--- config.mk ---
export PLATFORM = sky130hd
export DESIGN_NAME = div_unit_flat
export DESIGN_NICKNAME = d
export VERILOG_FILES = /design/src/rtl/div_unit_if.sv /design/src/rtl/div_unit.sv /design/src/flat_wrapper.sv
export SDC_FILE = /design/constraint.sdc
export NUM_CORES = 1
export LEC_CHECK = 0
export CORE_MARGIN = 5
export CORE_UTILIZATION = 57
export DETAILED_ROUTE_END_ITERATION = 8
export PLACE_DENSITY = 0.78
export SYNTH_ARGS = -nofsm -noshare
export SYNTH_HDL_FRONTEND = slang
export SYNTH_SLANG_ARGS = --single-unit
--- constraint.sdc ---
create_clock -name clk -period 5 [get_ports clk]
set_input_delay 1.5 -clock clk [delete_from_list [all_inputs] [get_ports clk]]
set_output_delay 1.5 -clock clk [all_outputs]
set_load 0.02 [all_outputs]
--- src/rtl/div_unit_if.sv ---
// Request/response bundle between the execute stage and the iterative divider.
interface div_unit_if #(
    parameter int WIDTH = 32
);
    logic                 signed_div_i;
    logic [WIDTH-1:0]     opdata1_i;
    logic [WIDTH-1:0]     opdata2_i;
    logic                 start_i;
    logic                 annul_i;
    logic [2*WIDTH-1:0]   result_o;
    logic                 ready_o;
    logic                 busy_o;
    logic                 div_by_zero_o;

    modport master (
        output signed_div_i, opdata1_i, opdata2_i, start_i, annul_i,
        input  result_o, ready_o, busy_o, div_by_zero_o
    );

    modport slave (
        input  signed_div_i, opdata1_i, opdata2_i, start_i, annul_i,
        output result_o, ready_o, busy_o, div_by_zero_o
    );
endinterface

--- src/rtl/div_unit.sv ---
// Iterative restoring divider: one quotient bit per cycle on magnitudes,
// sign fix-up applied when the result is published in END.
module div_unit #(
    parameter int WIDTH = 32
) (
    input  logic       clk,
    input  logic       rst,
    div_unit_if.slave  bus
);
    localparam int CW = $clog2(WIDTH) + 1;

    typedef enum logic [1:0] {FREE, BYZERO, ON, END} state_t;

    typedef struct packed {
        logic neg_q;
        logic neg_r;
    } fix_t;

    state_t               state, state_nxt;
    logic [CW-1:0]        cnt, cnt_nxt;
    logic [WIDTH-1:0]     dvd, dvd_nxt;
    logic [WIDTH-1:0]     dvs, dvs_nxt;
    logic [WIDTH-1:0]     rem, rem_nxt;
    fix_t                 fix, fix_nxt;
    logic                 zero, zero_nxt;
    logic [2*WIDTH-1:0]   res_q, res_nxt;
    logic                 rdy_q, rdy_nxt;
    logic                 dbz_q, dbz_nxt;

    logic                 op1_neg, op2_neg;
    logic [WIDTH-1:0]     op1_abs, op2_abs;
    logic [WIDTH:0]       shifted, trial;
    logic                 q_bit;
    logic [WIDTH-1:0]     q_fix, r_fix;

    assign op1_neg = bus.signed_div_i & bus.opdata1_i[WIDTH-1];
    assign op2_neg = bus.signed_div_i & bus.opdata2_i[WIDTH-1];
    assign op1_abs = op1_neg ? -bus.opdata1_i : bus.opdata1_i;
    assign op2_abs = op2_neg ? -bus.opdata2_i : bus.opdata2_i;

    // The dividend register doubles as the quotient: bits shift out the top
    // into the partial remainder while quotient bits shift in at the bottom.
    assign shifted = {rem, dvd[WIDTH-1]};
    assign trial   = shifted - {1'b0, dvs};
    assign q_bit   = ~trial[WIDTH];

    assign q_fix = fix.neg_q ? -dvd : dvd;
    assign r_fix = fix.neg_r ? -rem : rem;

    always_ff @(posedge clk) begin
        if (rst) begin
            state <= FREE;
            cnt   <= '0;
            dvd   <= '0;
            dvs   <= '0;
            rem   <= '0;
            fix   <= '0;
            zero  <= 1'b0;
            res_q <= '0;
            rdy_q <= 1'b0;
            dbz_q <= 1'b0;
        end else begin
            state <= state_nxt;
            cnt   <= cnt_nxt;
            dvd   <= dvd_nxt;
            dvs   <= dvs_nxt;
            rem   <= rem_nxt;
            fix   <= fix_nxt;
            zero  <= zero_nxt;
            res_q <= res_nxt;
            rdy_q <= rdy_nxt;
            dbz_q <= dbz_nxt;
        end
    end

    always_comb begin
        state_nxt = state;
        cnt_nxt   = cnt;
        dvd_nxt   = dvd;
        dvs_nxt   = dvs;
        rem_nxt   = rem;
        fix_nxt   = fix;
        zero_nxt  = zero;
        res_nxt   = res_q;
        rdy_nxt   = rdy_q;
        dbz_nxt   = dbz_q;
        unique case (state)
            FREE: begin
                if (bus.start_i && !bus.annul_i) begin
                    fix_nxt.neg_q = op1_neg ^ op2_neg;
                    fix_nxt.neg_r = op1_neg;
                    dvd_nxt       = op1_abs;
                    dvs_nxt       = op2_abs;
                    rem_nxt       = '0;
                    cnt_nxt       = '0;
                    if (bus.opdata2_i == '0) begin
                        state_nxt = BYZERO;
                        zero_nxt  = 1'b1;
                    end else begin
                        state_nxt = ON;
                        zero_nxt  = 1'b0;
                    end
                end
            end
            BYZERO: begin
                dvd_nxt   = '0;
                rem_nxt   = '0;
                fix_nxt   = '0;
                state_nxt = END;
            end
            ON: begin
                if (bus.annul_i) begin
                    state_nxt = FREE;
                end else begin
                    rem_nxt = q_bit ? trial[WIDTH-1:0] : shifted[WIDTH-1:0];
                    dvd_nxt = {dvd[WIDTH-2:0], q_bit};
                    cnt_nxt = cnt + CW'(1);
                    if (cnt == CW'(WIDTH - 1))
                        state_nxt = END;
                end
            end
            END: begin
                // First END cycle publishes the result even if start_i already
                // dropped, so an un-annulled request always gets a ready pulse.
                if (!rdy_q) begin
                    rdy_nxt = 1'b1;
                    res_nxt = {r_fix, q_fix};
                    dbz_nxt = zero;
                end else if (!bus.start_i) begin
                    state_nxt = FREE;
                    rdy_nxt   = 1'b0;
                    res_nxt   = '0;
                    dbz_nxt   = 1'b0;
                end
            end
            default: state_nxt = FREE;
        endcase
    end

    assign bus.result_o      = res_q;
    assign bus.ready_o       = rdy_q;
    assign bus.busy_o        = (state != FREE);
    assign bus.div_by_zero_o = dbz_q;
endmodule

--- src/flat_wrapper.sv ---
// flat-port wrapper written by rule: the top's interface ports become plain ports
module div_unit_flat 
#(
    parameter int WIDTH = 32
)
  (clk, rst, bus_signed_div_i, bus_opdata1_i, bus_opdata2_i, bus_start_i, bus_annul_i, bus_result_o, bus_ready_o, bus_busy_o, bus_div_by_zero_o);
  div_unit_if #(.WIDTH(WIDTH)) bus_i ();
  input  logic clk;
  input  logic rst;
  input wire logic [$bits(bus_i.signed_div_i)-1:0] bus_signed_div_i;
  input wire logic [$bits(bus_i.opdata1_i)-1:0] bus_opdata1_i;
  input wire logic [$bits(bus_i.opdata2_i)-1:0] bus_opdata2_i;
  input wire logic [$bits(bus_i.start_i)-1:0] bus_start_i;
  input wire logic [$bits(bus_i.annul_i)-1:0] bus_annul_i;
  output wire logic [$bits(bus_i.result_o)-1:0] bus_result_o;
  output wire logic [$bits(bus_i.ready_o)-1:0] bus_ready_o;
  output wire logic [$bits(bus_i.busy_o)-1:0] bus_busy_o;
  output wire logic [$bits(bus_i.div_by_zero_o)-1:0] bus_div_by_zero_o;
  assign bus_i.signed_div_i = bus_signed_div_i;
  assign bus_i.opdata1_i = bus_opdata1_i;
  assign bus_i.opdata2_i = bus_opdata2_i;
  assign bus_i.start_i = bus_start_i;
  assign bus_i.annul_i = bus_annul_i;
  assign bus_result_o = bus_i.result_o;
  assign bus_ready_o = bus_i.ready_o;
  assign bus_busy_o = bus_i.busy_o;
  assign bus_div_by_zero_o = bus_i.div_by_zero_o;
  div_unit #(.WIDTH(WIDTH)) u_core (.clk(clk), .rst(rst), .bus(bus_i));
endmodule
==> results of run 1 <==
==> report_power, final <==
group | leakage [nW] | total, mW | internal [mW] | switching [mW]
combinational | 2.98 | 1.83 | 0.722 | 1.11
sequential | 1.41 | 1.79 | 1.55 | 0.236
clock | 0.274 | 1.31 | 0.678 | 0.631
==> final cells by class <==
type,count,area (um^2)
clock inverter,14,145.1
timing repair buffer,150,1461
tap,234,292.8
sequential,173,3463
clock buffer,18,439.2
multi-input combinational,1079,6858
inverter,60,225.2
fill,1630,5821
==> kinds of logic after synthesis <==
logic type	count (synthesis)	share of synthesized area, %
AO/OA/AOI/OAI	434	25.59
XOR/XNOR	147	11.90
adder cells (fa/ha/maj)	43	5.042
multiplexers	26	2.429
buffers and inverters	136	4.753
flip-flops	173	32.01
AND/OR/NAND/NOR	429	18.27
==> metrics by stage <==
step,hold slack (ns),setup slack [ns],utilization [%]
after global routing,0.4934,0.5405,68.88
final,0.4603,0.7718,68.88
after CTS,0.4602,0.8131,68.88
after floorplan,0.4319,1.063,-
after global placement,0.4374,0.4324,65.76
after detailed placement,0.4442,0.3720,65.76
==> flip-flops by register name (all words and copies together), names as in the netlist <==
name / flops
u_core.bus.result_o: 64
u_core.dvd: 32
u_core.dvs: 32
u_core.rem: 32
u_core.cnt: 6
u_core.fix: 2
u_core.state: 2
u_core.bus.div_by_zero_o: 1
u_core.bus.ready_o: 1
u_core.zero: 1
==> worst min path at each step <==
stage                                                end  cells past startpoint
floorplan                    u_core.dvs[11]$_SDFFE_PP0P_                      2
global placement    u_core.bus.result_o[53]$_SDFFE_PP0P_                      2
detailed placement  u_core.bus.result_o[62]$_SDFFE_PP0P_                      2
CTS                          u_core.dvs[11]$_SDFFE_PP0P_                      2
global route                 u_core.dvs[11]$_SDFFE_PP0P_                      2
finish              u_core.bus.result_o[62]$_SDFFE_PP0P_                      2
==> worst max-delay path, cell delays in order <==
cell	delay, ns
clkdlybuf4s50_1	0.48
inv_1	0.09
ha_1	0.18
or4b_1	0.48
nor4_2	0.21
nand4b_1	0.22
or4_1	0.55
o41ai_1	0.41
xor2_1	0.17
o21ai_0	0.08
o21ai_0	0.11
nor2_1	0.05
==> cells in the final DEF (no fill, tap or decap), types with 5 or more instances in the layout <==
master / n
a22oi_1: 46
ha_1: 42
nand4_1: 5
nor2_1: 173
mux2i_1: 24
or3_1: 16
clkbuf_16: 17
nor4_1: 6
a211oi_1: 31
a221o_1: 5
nor3_1: 19
nand3_1: 21
buf_4: 16
xnor2_1: 71
nand2b_1: 11
clkdlybuf4s50_1: 134
xor2_1: 75
a32oi_1: 11
or4_1: 11
o211ai_1: 5
inv_8: 5
dfxtp_1: 173
and2_1: 7
a21oi_1: 86
o21ai_0: 148
a31oi_1: 7
inv_1: 60
nor2b_1: 11
nand2_1: 122
o41ai_1: 16
o31ai_1: 33
==> Yosys cell counts, drive strengths merged, types with 5 or more instances <==
cell type	n
a211oi	31
a21oi	86
a221o	5
a22oi	46
a31oi	7
a32oi	11
and2	8
buf	7
clkbuf	69
dfxtp	173
ha	42
inv	60
mux2i	24
nand2	122
nand2b	13
nand3	21
nand4	5
nor2	173
nor2b	12
nor3	19
nor4	7
o211ai	5
o21ai	150
o31ai	33
o41ai	17
or2	5
or3	18
or4	13
xnor2	72
xor2	75
==> layer usage <==
layer  track usage [%]  wire, um  vias to the layer above
li1                  -         -                     5156
met1             38.68     14200                     4766
met2             37.14     11970                      371
met3             4.047      2208                       41
met4             5.918       378                        0
met5                 0         0                        -
==> impl_metrics.toml, run 1 <==
[grt]
largest_net_degree_at_the_start_of_global_routing = 58
grt_pass1_vias = 9066
number_of_antenna_violations_at_the_first_check_in_global_routing = 0
grtUsageTotal_pct = 25.28
grt-ovfl-total = 0
grt_first_pass_wirelength_um = 46030

[setup_path]
r2r-end = "u_core.rem[1]$_SDFFE_PP0P_"
critical_path_capture_point_type = "register"
worst_reg2reg_path_startpoint = "u_core.rem[12]$_SDFFE_PP0P_"
worst-r2r-cell-count = 10
critical_path_required_ns = 5.32
critical_path.startpoint = "bus_opdata1_i[0]"
path_max_fanout = 5
start_kind = "input pin"
criticalPathCategory = "in2reg"
worst_setup_path_endpoint = "u_core.dvd[30]$_SDFFE_PP0P_"
critical_path_data_arrival_time_ns = 4.55
rrSetupSlack_ns = 1.36

[timing]
fin_crit_sh_pct = 84.56
max-slew-margin-rel_pct = 24.94
max_clock_freq_mhz = 236.5
timing.clock.skew_ns = 0.01344
layout_min_cycle_time_ns = 4.228
setup_violations = 0
finalHoldViolations = 0
worstMarginPinSlew_ns = 1.124
fin_tns_setup_ns = 0
drv_slew = 0
rsz_0062_raised_after_global_routing = "false"

[clock_tree]
postCtsResizedCells = 0
ctsLongestPathBuffers = 2
ctsRootBufferMaster = "clkbuf_16"
clkLatencyLatePin_ns = 0.43
tritoncts = "yes"
cts.hold.buffers_added = 0
postCtsSetupBuffers = 0
cts_htree_levels = 4
numClockSinks = 173
total_cts_buffers = 17
worst_setup_hold_path_clk_slew_ns = 0.08

[route]
num_vias = 10330
routed_wl_um = 28760
drt_first_iter_violations = 938
drt_pre_antenna_iters = 5
routed_via_density = 5.980
drt_drc_violations_left = 0
detail-route-antenna-nets = 0
routedWlPerCell_um = 16.64

[die]
design.core.area_um2 = 18710
fp.dieArea_um2 = 21840
num_io_pins = 136
initial_cell_density_of_the_core_pct = 57.84
die_w_um = 147.8
chipHeight_um = 147.8
floorplan.rows = 50

[synth]
synth_area_leaders = "dfxtp_1, o21ai_0, xor2_1"
library_cell_occupying_the_most_area_in_the_post_synthesis_netlist = "dfxtp_1"
synth_edf_count = 0
netlist_instances = 1388
mappedNetlistNets = 1500
synth_warnings = 0
async_reset_ff_share_pct = 0
synthesis.area_per_instance_um2 = 7.795
yosys_register_bits = 173
synth-seq-area-share_pct = 32.01
synth_area_um2 = 10820
area_share_of_the_leading_cell_type_in_the_synthesized_netlist_pct = 32.01
ys.flop_type = "dfxtp_1"
netlist-cell-type-count = 67

[finish]
insertedDiodeCount = 0
final_cell_count_no_fill = 1728
areaGrowthSynthToFinish_pct = 19.09
finalNetCount = 1593
drive_above_1_share_pct = 4.552
final_area_um2 = 12880

[worst_hold_path]
worst_hold_path_type = "reg2reg"
hold_path.startpoint = "u_core.bus.result_o[62]$_SDFFE_PP0P_"

[placed_design]
place.gp.congestion = 0.9785
dp_hpwl_um = 21450
place.detailed.instances = 1696
dpl-instance-area_um2 = 12300
count_of_input_and_output_buffers = 135

[pwr]
power_per_cell_area_nw_per_um2 = 382.3
total_design_power_mw = 4.926
max-vdd-ir-drop_v = 0.0003458
power.static_leakage_nw = 4.665

[run_status]
outcome = "complete, no violations"

[job]
timing.max_cap.violations = 0
(Power assumes the default switching activity.)
==> run 2: changes to the inputs <==
Clock period 5 ns to 4.1 ns, I/O delays scaled along.
==> run 2 against run 1 <==
Die area did not move. Via count up 1.2%. Highest routed layer unchanged. Largest power group unchanged. Largest cell class unchanged. Power up 23%. Global-route usage up 0.74 points.
==> impl_metrics.toml, run 2 (same netlist as run 1, synthesis figures left out) <==
[setup_path]
critical_path_required_ns = 4.41
critical_path.cell_chain = "clkdlybuf4s50_1 > inv_1 > ha_1 > or4b_1 > nor4_2 > nand4b_1 > or4_1 > buf_4 > o31ai_1 > xor2_1 > o21ai_0 > o21ai_0 > nor2_1"
cpPeakStageDelay_ns = 0.52
crit_buf_inv = 3
critical_path.startpoint = "bus_opdata1_i[0]"
start_kind = "input pin"
worst_reg2reg_path_startpoint = "u_core.dvd[31]$_SDFFE_PP0P_"
critical_path.slowest_cell = "or4_1"
critical_path_data_arrival_time_ns = 4.09
criticalPathCategory = "in2reg"
crit_top_cell = "o21ai_0"
cp_delay_by_family_top = "simple AND/OR/NAND/NOR gates"
path_max_fanout = 4
critical_path_capture_point_type = "register"

[pwr]
power_switching_share_pct = 40.26
p_sw_mw = 2.432
p_comb_share_pct = 37.7
power_per_cell_area_nw_per_um2 = 463.9
power_frac_clock_pct = 26.1
power.static_leakage_nw = 4.761
seq_power_share_pct = 36.1
max-vdd-ir-drop_v = 0.0004723
p_int_mw = 3.609

[clock_tree]
worst_setup_hold_path_clk_slew_ns = 0.07
ctsLongestPathBuffers = 2
ctsRootBufferMaster = "clkbuf_16"
postCtsSetupBuffers = 0
cts.hold.buffers_added = 0
clkLatencyLatePin_ns = 0.44
numClockSinks = 173
tritoncts = "yes"
total_cts_buffers = 17
cts_htree_levels = 4
postCtsResizedCells = 0

[timing]
timing.final.ws_setup_ns = 0.3137
max_clock_freq_mhz = 264.1
rsz_0062_raised_after_global_routing = "false"
fin_crit_sh_pct = 92.35
worstMarginPinSlew_ns = 1.113
max-slew-margin-rel_pct = 25.68
worst_hold_slack_ns = 0.4516
timing.clock.skew_ns = 0.01594
setup_violations = 0
drv_slew = 0
finalHoldViolations = 0
layout_min_cycle_time_ns = 3.786

[finish]
areaGrowthSynthToFinish_pct = 20.38
finalNetCount = 1611
final_core_utilization_pct = 69.63
largest_register_ff_count = 64
final_cell_count_no_fill = 1746
drive_above_1_share_pct = 5.688
commonest_non_fill_non_tap_cells_in_the_layout = "nor2_1, dfxtp_1, o21ai_0, clkdlybuf4s50_1, nand2_1"
final_area_um2 = 13020
insertedDiodeCount = 0

[die]
floorplan.rows = 50
fp.dieArea_um2 = 21840
initial_cell_density_of_the_core_pct = 57.84
num_io_pins = 136
chipHeight_um = 147.8
die_w_um = 147.8
design.core.area_um2 = 18710

[route]
num_vias = 10460
detail-route-antenna-nets = 0
routed_via_density = 5.990
drt_first_iter_violations = 1065
routedWlPerCell_um = 16.80
drt_pre_antenna_iters = 6
drt_drc_violations_left = 0
routed_wl_um = 29340

[job]
timing.max_cap.violations = 0

[run_status]
outcome = "complete, no violations"

[placed_design]
place.gp.congestion = 0.9391
place.detailed.instances = 1714
count_of_input_and_output_buffers = 135
post-place-ws_ns = -0.08571
dp_hpwl_um = 21680
dpl-instance-area_um2 = 12450

[grt]
grt-ovfl-total = 0
largest_net_degree_at_the_start_of_global_routing = 61
grt_pass1_vias = 9430
number_of_antenna_violations_at_the_first_check_in_global_routing = 0
grt_first_pass_wirelength_um = 47550
grtUsageTotal_pct = 26.02

[worst_hold_path]
hold_path.startpoint = "u_core.dvs[31]$_SDFFE_PP0P_"
worst_hold_path_type = "reg2reg"
[run 2: cell type report]
class                           count  area, um^2
Clock buffer                       17       425.4
Clock inverter                     15       150.1
Fill cell                        1581        5682
Inverter                           60       225.2
Multi-Input combinational cell   1079        6858
Sequential cell                   173        3463
Tap cell                          234       292.8
Timing Repair Buffer              168        1609
[run 2: final timing paths]
path                                 endpoint  slack (ns)  cells after the start
setup reg to reg  u_core.rem[31]$_SDFFE_PP0P_        0.46                     12
hold / removal    u_core.dvs[31]$_SDFFE_PP0P_        0.45                      2
hold reg to reg   u_core.dvs[31]$_SDFFE_PP0P_        0.45                      2
setup / recovery  u_core.dvd[24]$_SDFFE_PP0P_        0.31                     13
[run 2: tightest hold or removal path: stages (launching register included)]
cell	delay, ns
dfxtp_1	0.31
nand2_1	0.05
a21oi_1	0.05
[run 2: power by group through the flow]
stage / sequential (mW) / combinational (mW) / clock, mW
finish: 2.18 / 2.28 / 1.58
global route: 2.21 / 2.49 / 1.68
CTS: 2.17 / 2.24 / 1.60
detailed placement: 2.21 / 2.22 / 0
global placement: 2.19 / 2.19 / 0
floorplan: 2.11 / 1.66 / 0
[run 2: routing by layer]
| layer | vias up | part of all wire [%] | global-route usage (%) |
|---|---|---|---|
| met3 | 35 | 8.0 | 5.058 |
| li1 | 5180 | - | - |
| met4 | 0 | 1.4 | 6.337 |
| met2 | 394 | 42 | 38.43 |
| met5 | - | 0 | 0 |
| met1 | 4849 | 49 | 38.97 |
[run 2: per-stage QoR]
stage	power, mW	TNS [ns]
global placement	4.384	-0.1038
floorplan	3.773	0
finish	6.042	0
CTS	6.009	0
global route	6.386	0
detailed placement	4.426	-0.1711
